--- src/rtl/ai_i2s_tx_serializer.sv ---
// Philips-format I2S master transmitter draining a show-ahead stereo FIFO onto SCK/WS/SD.
// Build option AI_I2S_TX_REPEAT_ON_UNDERRUN_EN: an underrun frame replays the last frame (default: zeros).

module ai_i2s_tx_serializer #(
   parameter int unsigned SAMPLE_WIDTH = 16,
   parameter int unsigned SLOT_WIDTH   = 16,
   parameter int unsigned SCK_DIV      = 2
) (
   input  logic                      clk,
   input  logic                      rst_n,
   input  logic                      enable,
   input  logic [2*SAMPLE_WIDTH-1:0] fifo_rd_data,
   input  logic                      fifo_empty,
   output logic                      fifo_rd_en,
   output logic                      i2s_sck,
   output logic                      i2s_ws,
   output logic                      i2s_sd,
   output logic                      underrun,
   output logic                      busy
);

   localparam int unsigned FRAME_W    = 2 * SAMPLE_WIDTH;
   localparam int unsigned FRAME_BITS = 2 * SLOT_WIDTH;
   localparam int unsigned CNT_W      = $clog2(FRAME_BITS);
   localparam int unsigned DIV_W      = (SCK_DIV > 1) ? $clog2(SCK_DIV) : 1;

   localparam logic [CNT_W-1:0] LAST_BIT  = CNT_W'(FRAME_BITS - 1);
   localparam logic [CNT_W-1:0] SLOT_N    = CNT_W'(SLOT_WIDTH);
   localparam logic [CNT_W-1:0] SLOT_LAST = CNT_W'(SLOT_WIDTH - 1);
   localparam logic [DIV_W-1:0] DIV_LAST  = DIV_W'(SCK_DIV - 1);

   typedef enum logic {S_IDLE, S_RUN} state_e;

   state_e             state_q, state_d;
   logic [DIV_W-1:0]   div_q, div_d;
   logic [CNT_W-1:0]   bit_q, bit_d;
   logic [FRAME_W-1:0] frame_q, frame_d;
   logic               sck_q, sck_d;
   logic               ws_q, ws_d;
   logic               sd_q, sd_d;
   logic               underrun_q, underrun_d;
   logic               busy_q, busy_d;
   logic               load_c;
   logic [FRAME_W-1:0] fill_c;

   // Serial bit k of a frame: MSB-first sample within its slot, zero padding past the sample.
   function automatic logic sd_bit(input logic [FRAME_W-1:0] frame, input logic [CNT_W-1:0] k);
      logic [CNT_W-1:0]        p;
      logic [SAMPLE_WIDTH-1:0] sample;
      logic [SAMPLE_WIDTH-1:0] sh;
      if (k < SLOT_N) begin
         p      = k;
         sample = frame[FRAME_W-1:SAMPLE_WIDTH];
      end else begin
         p      = k - SLOT_N;
         sample = frame[SAMPLE_WIDTH-1:0];
      end
      sh = sample << p;
      return (32'(p) < SAMPLE_WIDTH) ? sh[SAMPLE_WIDTH-1] : 1'b0;
   endfunction

   // WS leads data by one bit: it shows the channel of bit k+1.
   function automatic logic ws_bit(input logic [CNT_W-1:0] k);
      return (k >= SLOT_LAST) && (k != LAST_BIT);
   endfunction

`ifdef AI_I2S_TX_REPEAT_ON_UNDERRUN_EN
   assign fill_c = frame_q;
`else
   assign fill_c = '0;
`endif

   always_ff @(posedge clk or negedge rst_n) begin
      if (!rst_n) begin
         state_q    <= S_IDLE;
         div_q      <= '0;
         bit_q      <= '0;
         frame_q    <= '0;
         sck_q      <= 1'b0;
         ws_q       <= 1'b0;
         sd_q       <= 1'b0;
         underrun_q <= 1'b0;
         busy_q     <= 1'b0;
      end else begin
         state_q    <= state_d;
         div_q      <= div_d;
         bit_q      <= bit_d;
         frame_q    <= frame_d;
         sck_q      <= sck_d;
         ws_q       <= ws_d;
         sd_q       <= sd_d;
         underrun_q <= underrun_d;
         busy_q     <= busy_d;
      end
   end

   always_comb begin
      state_d    = state_q;
      div_d      = div_q;
      bit_d      = bit_q;
      frame_d    = frame_q;
      sck_d      = sck_q;
      ws_d       = ws_q;
      sd_d       = sd_q;
      underrun_d = 1'b0;
      load_c     = 1'b0;

      case (state_q)
         S_IDLE: begin
            if (enable) begin
               load_c  = 1'b1;
               state_d = S_RUN;
               div_d   = '0;
               sck_d   = 1'b0;
               bit_d   = '0;
            end
         end
         S_RUN: begin
            if (div_q == DIV_LAST) begin
               div_d = '0;
               sck_d = ~sck_q;
               // Falling SCK edge: advance to the next bit or close the frame.
               if (sck_q) begin
                  if (bit_q == LAST_BIT) begin
                     bit_d = '0;
                     if (enable) begin
                        load_c = 1'b1;
                     end else begin
                        state_d = S_IDLE;
                        sck_d   = 1'b0;
                        ws_d    = 1'b0;
                        sd_d    = 1'b0;
                     end
                  end else begin
                     bit_d = bit_q + CNT_W'(1);
                     sd_d  = sd_bit(frame_q, bit_d);
                     ws_d  = ws_bit(bit_d);
                  end
               end
            end else begin
               div_d = div_q + DIV_W'(1);
            end
         end
         default: state_d = S_IDLE;
      endcase

      if (load_c) begin
         underrun_d = fifo_empty;
         frame_d    = fifo_empty ? fill_c : fifo_rd_data;
         sd_d       = sd_bit(frame_d, CNT_W'(0));
         ws_d       = ws_bit(CNT_W'(0));
      end

      busy_d = (state_d == S_RUN);
   end

   // Gated by rst_n so a held reset with enable high never pops.
   assign fifo_rd_en = load_c & ~fifo_empty & rst_n;
   assign i2s_sck    = sck_q;
   assign i2s_ws     = ws_q;
   assign i2s_sd     = sd_q;
   assign underrun   = underrun_q;
   assign busy       = busy_q;

endmodule
--- config.mk ---
export PLATFORM = sky130hd
export DESIGN_NAME = ai_i2s_tx_serializer
export DESIGN_NICKNAME = d
export VERILOG_FILES = /design/src/rtl/ai_i2s_tx_serializer.sv
export SDC_FILE = /design/constraint.sdc
export NUM_CORES = 1
export LEC_CHECK = 0
export ABC_AREA = 1
export CORE_UTILIZATION = 28
export CTS_CLUSTER_SIZE = 24
export DETAILED_ROUTE_END_ITERATION = 6
export GPL_ROUTABILITY_DRIVEN = 0
export PLACE_DENSITY = 0.51
export SLEW_MARGIN = 5
export SYNTH_ARGS = -nofsm -noshare
export SYNTH_HDL_FRONTEND = slang
export SYNTH_SLANG_ARGS = --single-unit
--- constraint.sdc ---
create_clock -name clk -period 5.2 [get_ports clk]
set_input_delay 1.56 -clock clk [delete_from_list [all_inputs] [get_ports clk]]
set_output_delay 1.56 -clock clk [all_outputs]
set_load 0.005 [all_outputs]
# Word level (Yosys, flattened, before mapping)
# Cells that the tools add are included.
dict set report totals {
  inputBits 36
  register_bits 43
  word_cells 84
}
dict set report classes {
  reduce_logical 7
  magnitude_cmp 4
  n_eq_ne 6
  n_mux 49
  shifts 2
  bitwise 5
  add_sub_neg 3
}
# op n
set ops {}
lappend ops {{16-bit 2-to-1 mux} 6}
lappend ops {{5-bit 2-to-1 mux} 10}
lappend ops {{32-bit 2-to-1 mux} 1}
lappend ops {{16-bit by 5-bit << shifter with 16-bit output} 2}
lappend ops {{1-bit 2-to-1 mux} 27}
lappend ops {{5-bit < comparator (second input constant)} 3}
lappend ops {{5-bit one-hot mux with 2 select lines} 1}
lappend ops {{1-bit one-hot mux with 2 select lines} 4}
lappend ops {{2-bit != test (second input constant)} 3}
lappend ops {{2-bit nonzero test} 3}
lappend ops {{5-bit by 1-bit adder with 5-bit output (second input constant)} 1}
lappend ops {{5-bit equality test (second input constant)} 1}
lappend ops {{5-bit by 4-bit greater-or-equal comparator with 1-bit output (second input constant)} 1}
lappend ops {{5-bit != test (second input constant)} 1}
lappend ops {{5-bit subtractor (second input constant)} 1}
lappend ops {{4-bit AND reduction} 1}
lappend ops {{3-bit != test (second input constant)} 1}
lappend ops {{1-bit inverter} 3}
lappend ops {{3-bit AND reduction} 1}
lappend ops {{1-bit AND} 2}
lappend ops {{2-bit AND reduction} 1}
lappend ops {{1-bit adder (second input constant)} 1}
lappend ops {{1-bit logical AND} 1}

# Depth between registers and ports, before layout
# Gate-level depths: netlist (run 1).
dict set report logic_depth {
  word_depth 14
  depth_mapped 16
  ltp_nobuf 15
}

# Least setup slack after synthesis (run 1)
# Ideal clock, no wire load.
dict set report synth_path {
  path_kind {input -> output}
  startpoint {input enable}
  endpoint {output fifo_rd_en}
  slack_ns 1.522
  path_stages 3
  t_arrival_ns 2.118
  n_path_buf 1
  path_cell_list {nand3_2 -> buf_2 -> nor3b_1}
}
dict set report synth_between {
  elab_chain_len 7
}
# element line_no
set synth_lines {}
lappend synth_lines {{start: declaration} 11} ;# input logic enable,
lappend synth_lines {{1-bit 2-to-1 mux *} {110, 126}}
lappend synth_lines {{1-bit 2-to-1 mux} 124} ;# if (bit_q == LAST_BIT) begin
lappend synth_lines {{1-bit 2-to-1 mux} 123} ;# if (sck_q) begin
lappend synth_lines {{1-bit 2-to-1 mux} 119} ;# if (div_q == DIV_LAST) begin
lappend synth_lines {{1-bit one-hot mux with 2 select lines *} 108} ;# case (state_q)
lappend synth_lines {{1-bit AND * (2 in series)} 158} ;# assign fifo_rd_en = load_c & ~fifo_empty & rst_n;
lappend synth_lines {{end: declaration} 14} ;# output logic fifo_rd_en,
# Every way passes the cells marked *; elsewhere a longest branch is shown, timed or not.

# Worst setup path after layout (run 1)
# Ends and elaborated chain as after synthesis.

==> results of run 1 <==
worst min-delay path, stage by stage, from the launching register on:
cell and delay (ns):
dfrtp_1 0.36, nand2_1 0.06, nand2_1 0.05
cells by family after synthesis:
logic type,synth area share [%]
DFF,52.8
adders and majority gates,1.84
buffers and inverters,5.77
xor gates and xnor gates,0.799
and+or+nand+nor,21.4
AOI/OAI and AO/OA,17.3
through the flow:
step	area, um^2	util (%)	total power, mW	hold WS, ns
final	2610	37.8	1.03	0.496
after detailed placement	2510	36.3	0.803	0.485
after global routing	2610	37.8	1.11	0.520
after floorplan	2040	-	0.688	0.459
after global placement	2510	36.3	0.804	0.484
after CTS	2610	37.8	1.04	0.505
area by class of cell:
| cell class | instances | area share [%] |
|---|---|---|
| clock buffers | 7 | 3.69 |
| clock inverters | 1 | 0.287 |
| inverters | 12 | 1.82 |
| multi-input cells | 145 | 32.3 |
| flip-flops and latches | 43 | 41.2 |
| well taps | 96 | 4.60 |
| repair buffers | 43 | 16.1 |
per-layer routing:
metal  track usage (%)  vias up
li1                  -      818
met1              21.0      758
met2              22.1       33
met3              2.65        8
met4              5.37        0
met5                 0        -
cells in the mapped netlist:
| cell | count | area share, % |
|---|---|---|
| nor3b_1 | 1 | 0.37 |
| nand4_1 | 1 | 0.31 |
| dfrtp_1 | 43 | 53 |
| nor2_4 | 2 | 1.1 |
| inv_4 | 1 | 0.31 |
| buf_4 | 6 | 2.2 |
| a22o_1 | 32 | 14 |
| o32ai_1 | 1 | 0.43 |
| inv_1 | 8 | 1.5 |
| xor2_2 | 1 | 0.80 |
| o21ai_0 | 3 | 0.74 |
| nand3_2 | 1 | 0.49 |
| nand2_2 | 1 | 0.31 |
| a21oi_2 | 1 | 0.43 |
| nor2_1 | 7 | 1.3 |
| o31ai_1 | 2 | 0.74 |
| o21ai_1 | 1 | 0.25 |
| nand2_1 | 52 | 9.6 |
| buf_2 | 5 | 1.2 |
| inv_2 | 3 | 0.55 |
| nand3_1 | 31 | 7.6 |
| a21oi_1 | 4 | 0.98 |
| ha_1 | 3 | 1.8 |
| nand3b_1 | 1 | 0.37 |
registers in the layout, indices dropped and copies added (netlist names):
register,cells
i2s_ws,1
underrun,1
i2s_sd,1
bit_q,5
i2s_sck,1
frame_q,32
div_q,1
busy,1
where the power goes:
part           total [mW]  internal (mW)  switching (mW)
clock               0.239          0.121           0.118
sequential          0.420          0.375          0.0450
combinational       0.374          0.150           0.223
total                1.03          0.647           0.387
worst max path at each step:
stage / start / end / slack (ns) / depth (start not counted)
3_5_place_dp: enable / fifo_rd_en / 0.62 / 4
4_1_cts: enable / fifo_rd_en / 0.60 / 4
6_report: enable / fifo_rd_en / 0.63 / 4
3_3_place_gp: enable / fifo_rd_en / 0.65 / 4
2_1_floorplan: enable / fifo_rd_en / 1.52 / 3
5_1_grt: enable / fifo_rd_en / 0.52 / 4
==> results.ini, run 1 <==
[timing]
finalSetupViolCount=0
fin_ws_ns=0.631
fin_crit_sh_pct=87.9
tightest_slew_ns=0.785
skew_ns=0.00496
maxSlewHeadroom_pct=47.5
max_freq_mhz=219
finalCriticalPeriod_ns=4.57
slew_violations=0
hold_viol=0
rsz0062_at_grt=false
tns_ns=0

[worst_setup_path]
timing.rr.start=bit_q[0]
critical-path-top-cell-by-count=clkdlybuf4s50_1
critPathBufInv=2
crit_chain=clkdlybuf4s50_1, nand3_2, nor3b_1, clkdlybuf4s50_1
ff2ff_setup_slack_ns=2.28
critical_path_class=in -> out
cp.required_ns=3.64
rr_worst_depth=11
cp_data_arrival_time_ns=3.01
cp_max_fo=4
path_delay_family=buffers and inverters
end_kind=output port
slowest_delay_ns=0.54
critPathSlowestCell=clkdlybuf4s50_1
worst_setup_path_start_kind=input port
reg2reg_to=i2s_sd

[min_path]
whs_path_depth=2
hold_start=i2s_ws
hp-class=reg -> reg
worstHoldEndpoint=i2s_ws

[pwr]
p_per_area_nw_per_um2=396
p_leak_nw=1.18
peakVddDrop_mv=0.126

[drt]
post_drt_wl_per_cell_um=14.3
totalWireLength_um=4960
ant_nets=0
met1_length_um=2430
top_layer_used=met4
dr.pass1.iters=4
wl_met3_um=182
vias=1617
vias_per_cell=4.66
wl_met2_um=2260
drt_iter0_drc=72
drc=0

[final_layout]
final_cells=347
mostFrequentLayoutCell=nand2_1
drive_gt1_share_pct=8.37
multiInputGateArea_um2=843
register_area_um2=1080
area_growth_pct=28.2
final_nets=289
n_fill_cell=727
antenna_cells=0
final_cell_mix=nand2_1, dfrtp_1, clkdlybuf4s50_1

[clock_tree]
clk_pin_slew_ns=0.08
cts_resized=0
cts_tree=done
hold_buffers=0
cts.sinks=43
postCtsSetupRepairBufs=0
root_buffer=clkbuf_8
cts_buffers=5
clock_latency_ns=0.30
cts_buffer_depth=2
htree_levels=2

[placement]
dp_slack_ns=0.620
dp.cells=339
place_hpwl_um=3380
io_buffer_count=41

[global_route]
grt.total_usage_pct=14.7
grt_overflow=0
grt_antenna_before_repair=0
grt_pass1_vias=1642
grt_pass1_wl_um=8340
grt_start_max_net_pins=44

[flow_run]
max_cap_violations=0

[floorplan]
initial_core_util_pct=29.5
ios=42
dieArea_um2=7620
die_w_um=87.3
die_h_um=87.3
core_area_um2=6910
core.rowCount=30

[yosys]
syn_inst=211
ys_seq_elements=43
synth_nets=250
synth_area_per_cell_um2=9.65
synth_cell_types=24
yosysSeqAreaShare_pct=52.8
syn-cell-area_um2=2040
ys_warn_count=0

[run_status]
status=finished, final reports clean

(Power assumes the default switching activity.)
==> run 2, diff against run 1 <==
Settings changed: CORE_MARGIN set to 5.
==> run 2 against run 1 <==
  * Wire length up 2.9%
  * Maximum frequency shrank 1.0%
  * Via count rose by 1.4%
  * Cell count increased by 0.86%
  * Critical endpoint unchanged
==> results.ini, run 2 (synthesis results as in run 1) <==
[run_status]
status=finished, final reports clean

[clock_tree]
cts_buffer_depth=2  ; unchanged
cts_buffers=5  ; unchanged
hold_buffers=0  ; unchanged
htree_levels=2  ; unchanged
cts.sinks=43  ; unchanged
root_buffer=clkbuf_8
postCtsSetupRepairBufs=0  ; unchanged
cts_tree=done
cts_resized=0  ; unchanged
clock_latency_ns=0.30  ; about the same
clk_pin_slew_ns=0.08  ; about the same

[timing]
hold_viol=0  ; unchanged
rsz0062_at_grt=false
finalCriticalPeriod_ns=4.62  ; +0.0463 ns
slew_violations=0  ; unchanged
max_freq_mhz=217  ; -1.0%
tightest_slew_ns=0.776  ; -0.00951 ns
fin_crit_sh_pct=88.8  ; +0.89 points
finalSetupViolCount=0  ; unchanged
fin_ws_ns=0.585  ; -0.0463 ns
tns_ns=0  ; unchanged
holdWs_ns=0.500  ; +0.00485 ns
maxSlewHeadroom_pct=48.1  ; +0.64 points
skew_ns=0.00327  ; -0.00169 ns

[pwr]
p_clk_share_pct=22.9  ; -0.2 points
netSwitchingFraction_pct=36.9  ; -0.48 points
seqPwrFrac_pct=41.0  ; +0.3 points
power_frac_comb_pct=36.1  ; about the same
power.internal_mw=0.647  ; about the same
total_power_mw=1.03  ; -0.70%
p_leak_nw=1.18  ; about the same
peakVddDrop_mv=0.126  ; -0.13%
p_per_area_nw_per_um2=393  ; -0.70%
switching_power_mw=0.379  ; -2.0%

[floorplan]
die_w_um=95.3  ; +9.2%
die_h_um=95.3  ; +9.2%
ios=42  ; unchanged
dieArea_um2=9080  ; +19%
core_area_um2=7180  ; +3.9%
initial_core_util_pct=28.4  ; -1.1 points
core.rowCount=31  ; +3.3%

[global_route]
grt_antenna_before_repair=0  ; unchanged
grt_pass1_wl_um=8430  ; +1.2%
met2_usage_pct=19.2  ; -2.8 points
grt_use_met3_pct=2.68  ; +0.029 points
use_met1_pct=16.2  ; -4.8 points
grt_busiest_layer=met2
grt_overflow=0  ; unchanged
grt_start_max_net_pins=44  ; unchanged
grt.total_usage_pct=12.1  ; -2.6 points
grt_pass1_vias=1745  ; +6.3%

[final_layout]
drive_gt1_share_pct=7.97  ; -0.40 points
final_nets=289  ; unchanged
n_fill_cell=775  ; +6.6%
area_growth_pct=28.2  ; unchanged
final_cell_mix=nand2_1, dfrtp_1, clkdlybuf4s50_1
final_cells=350  ; +0.86%
fin_area_um2=2610  ; unchanged
antenna_cells=0  ; unchanged
final_core_util_pct=36.4  ; -1.4 points
reg.largest.list=frame_q x32, bit_q x5
largest_reg_flops=32  ; unchanged
regMostFlops=frame_q
mostFrequentLayoutCell=nand2_1

[placement]
dpl_cell_area_um2=2510  ; +0.15%
place_hpwl_um=3610  ; +6.8%
dp_slack_ns=0.576  ; -0.0435 ns
io_buffer_count=41  ; unchanged
dp.cells=342  ; +0.88%

[worst_setup_path]
critical_path_class=in -> out
cp.required_ns=3.64  ; about the same
end_kind=output port
worst_setup_path_start_kind=input port
cp_data_arrival_time_ns=3.06  ; +0.05 ns
cp_max_fo=4  ; unchanged

[flow_run]
max_cap_violations=0  ; unchanged

[drt]
ant_nets=0  ; unchanged
totalWireLength_um=5100  ; +2.9%
vias=1639  ; +1.4%
vias_per_cell=4.68  ; +0.49%
drt_iter0_drc=106  ; +47%
drc=0  ; unchanged
dr.pass1.iters=4  ; unchanged
post_drt_wl_per_cell_um=14.6  ; +2.0%

[min_path]
hp-class=reg -> reg

-- run 2: critical path, stage by stage --
cell             delay, ns
clkdlybuf4s50_1       0.54
nand3_2               0.14
nor3b_1               0.27
clkdlybuf4s50_1       0.55
-- run 2: layer usage --
layer / vias up / part of all wire [%]
met2: 28 / 47
li1: 819 / -
met3: 8 / 3.9
met1: 784 / 47
met5: - / 0
met4: 0 / 1.4
-- run 2: power groups by stage --
| stage | Combinational, mW | Clock (mW) | Sequential (mW) |
|---|---|---|---|
| floorplan | 0.280 | 0 | 0.408 |
| global placement | 0.373 | 0 | 0.427 |
| detailed placement | 0.375 | 0 | 0.427 |
| CTS | 0.377 | 0.241 | 0.421 |
| global route | 0.425 | 0.251 | 0.428 |
| finish | 0.371 | 0.234 | 0.421 |
-- run 2: final cells by class --
| cell class | count | area, um^2 | area share, % |
|---|---|---|---|
| Clock buffer | 8 | 100 | 3.83 |
| Inverter | 12 | 47.5 | 1.82 |
| Multi-Input combinational cell | 145 | 843 | 32.3 |
| Sequential cell | 43 | 1080 | 41.2 |
| Tap cell | 99 | 124 | 4.74 |
| Timing Repair Buffer | 43 | 420 | 16.1 |
-- run 2: path summary, 6_finish.rpt --
kind,start,endpoint,slack (ns),cells after the start
worst max-delay path,enable,fifo_rd_en,0.58,4
worst min-delay path,i2s_ws,i2s_ws,0.50,2
worst max register to register,bit_q[0],i2s_sd,2.35,11
worst min register to register,i2s_ws,i2s_ws,0.50,2
max in group asynchronous,rst_n,frame_q[29],3.44,2
min in group asynchronous,rst_n,frame_q[7],1.37,2
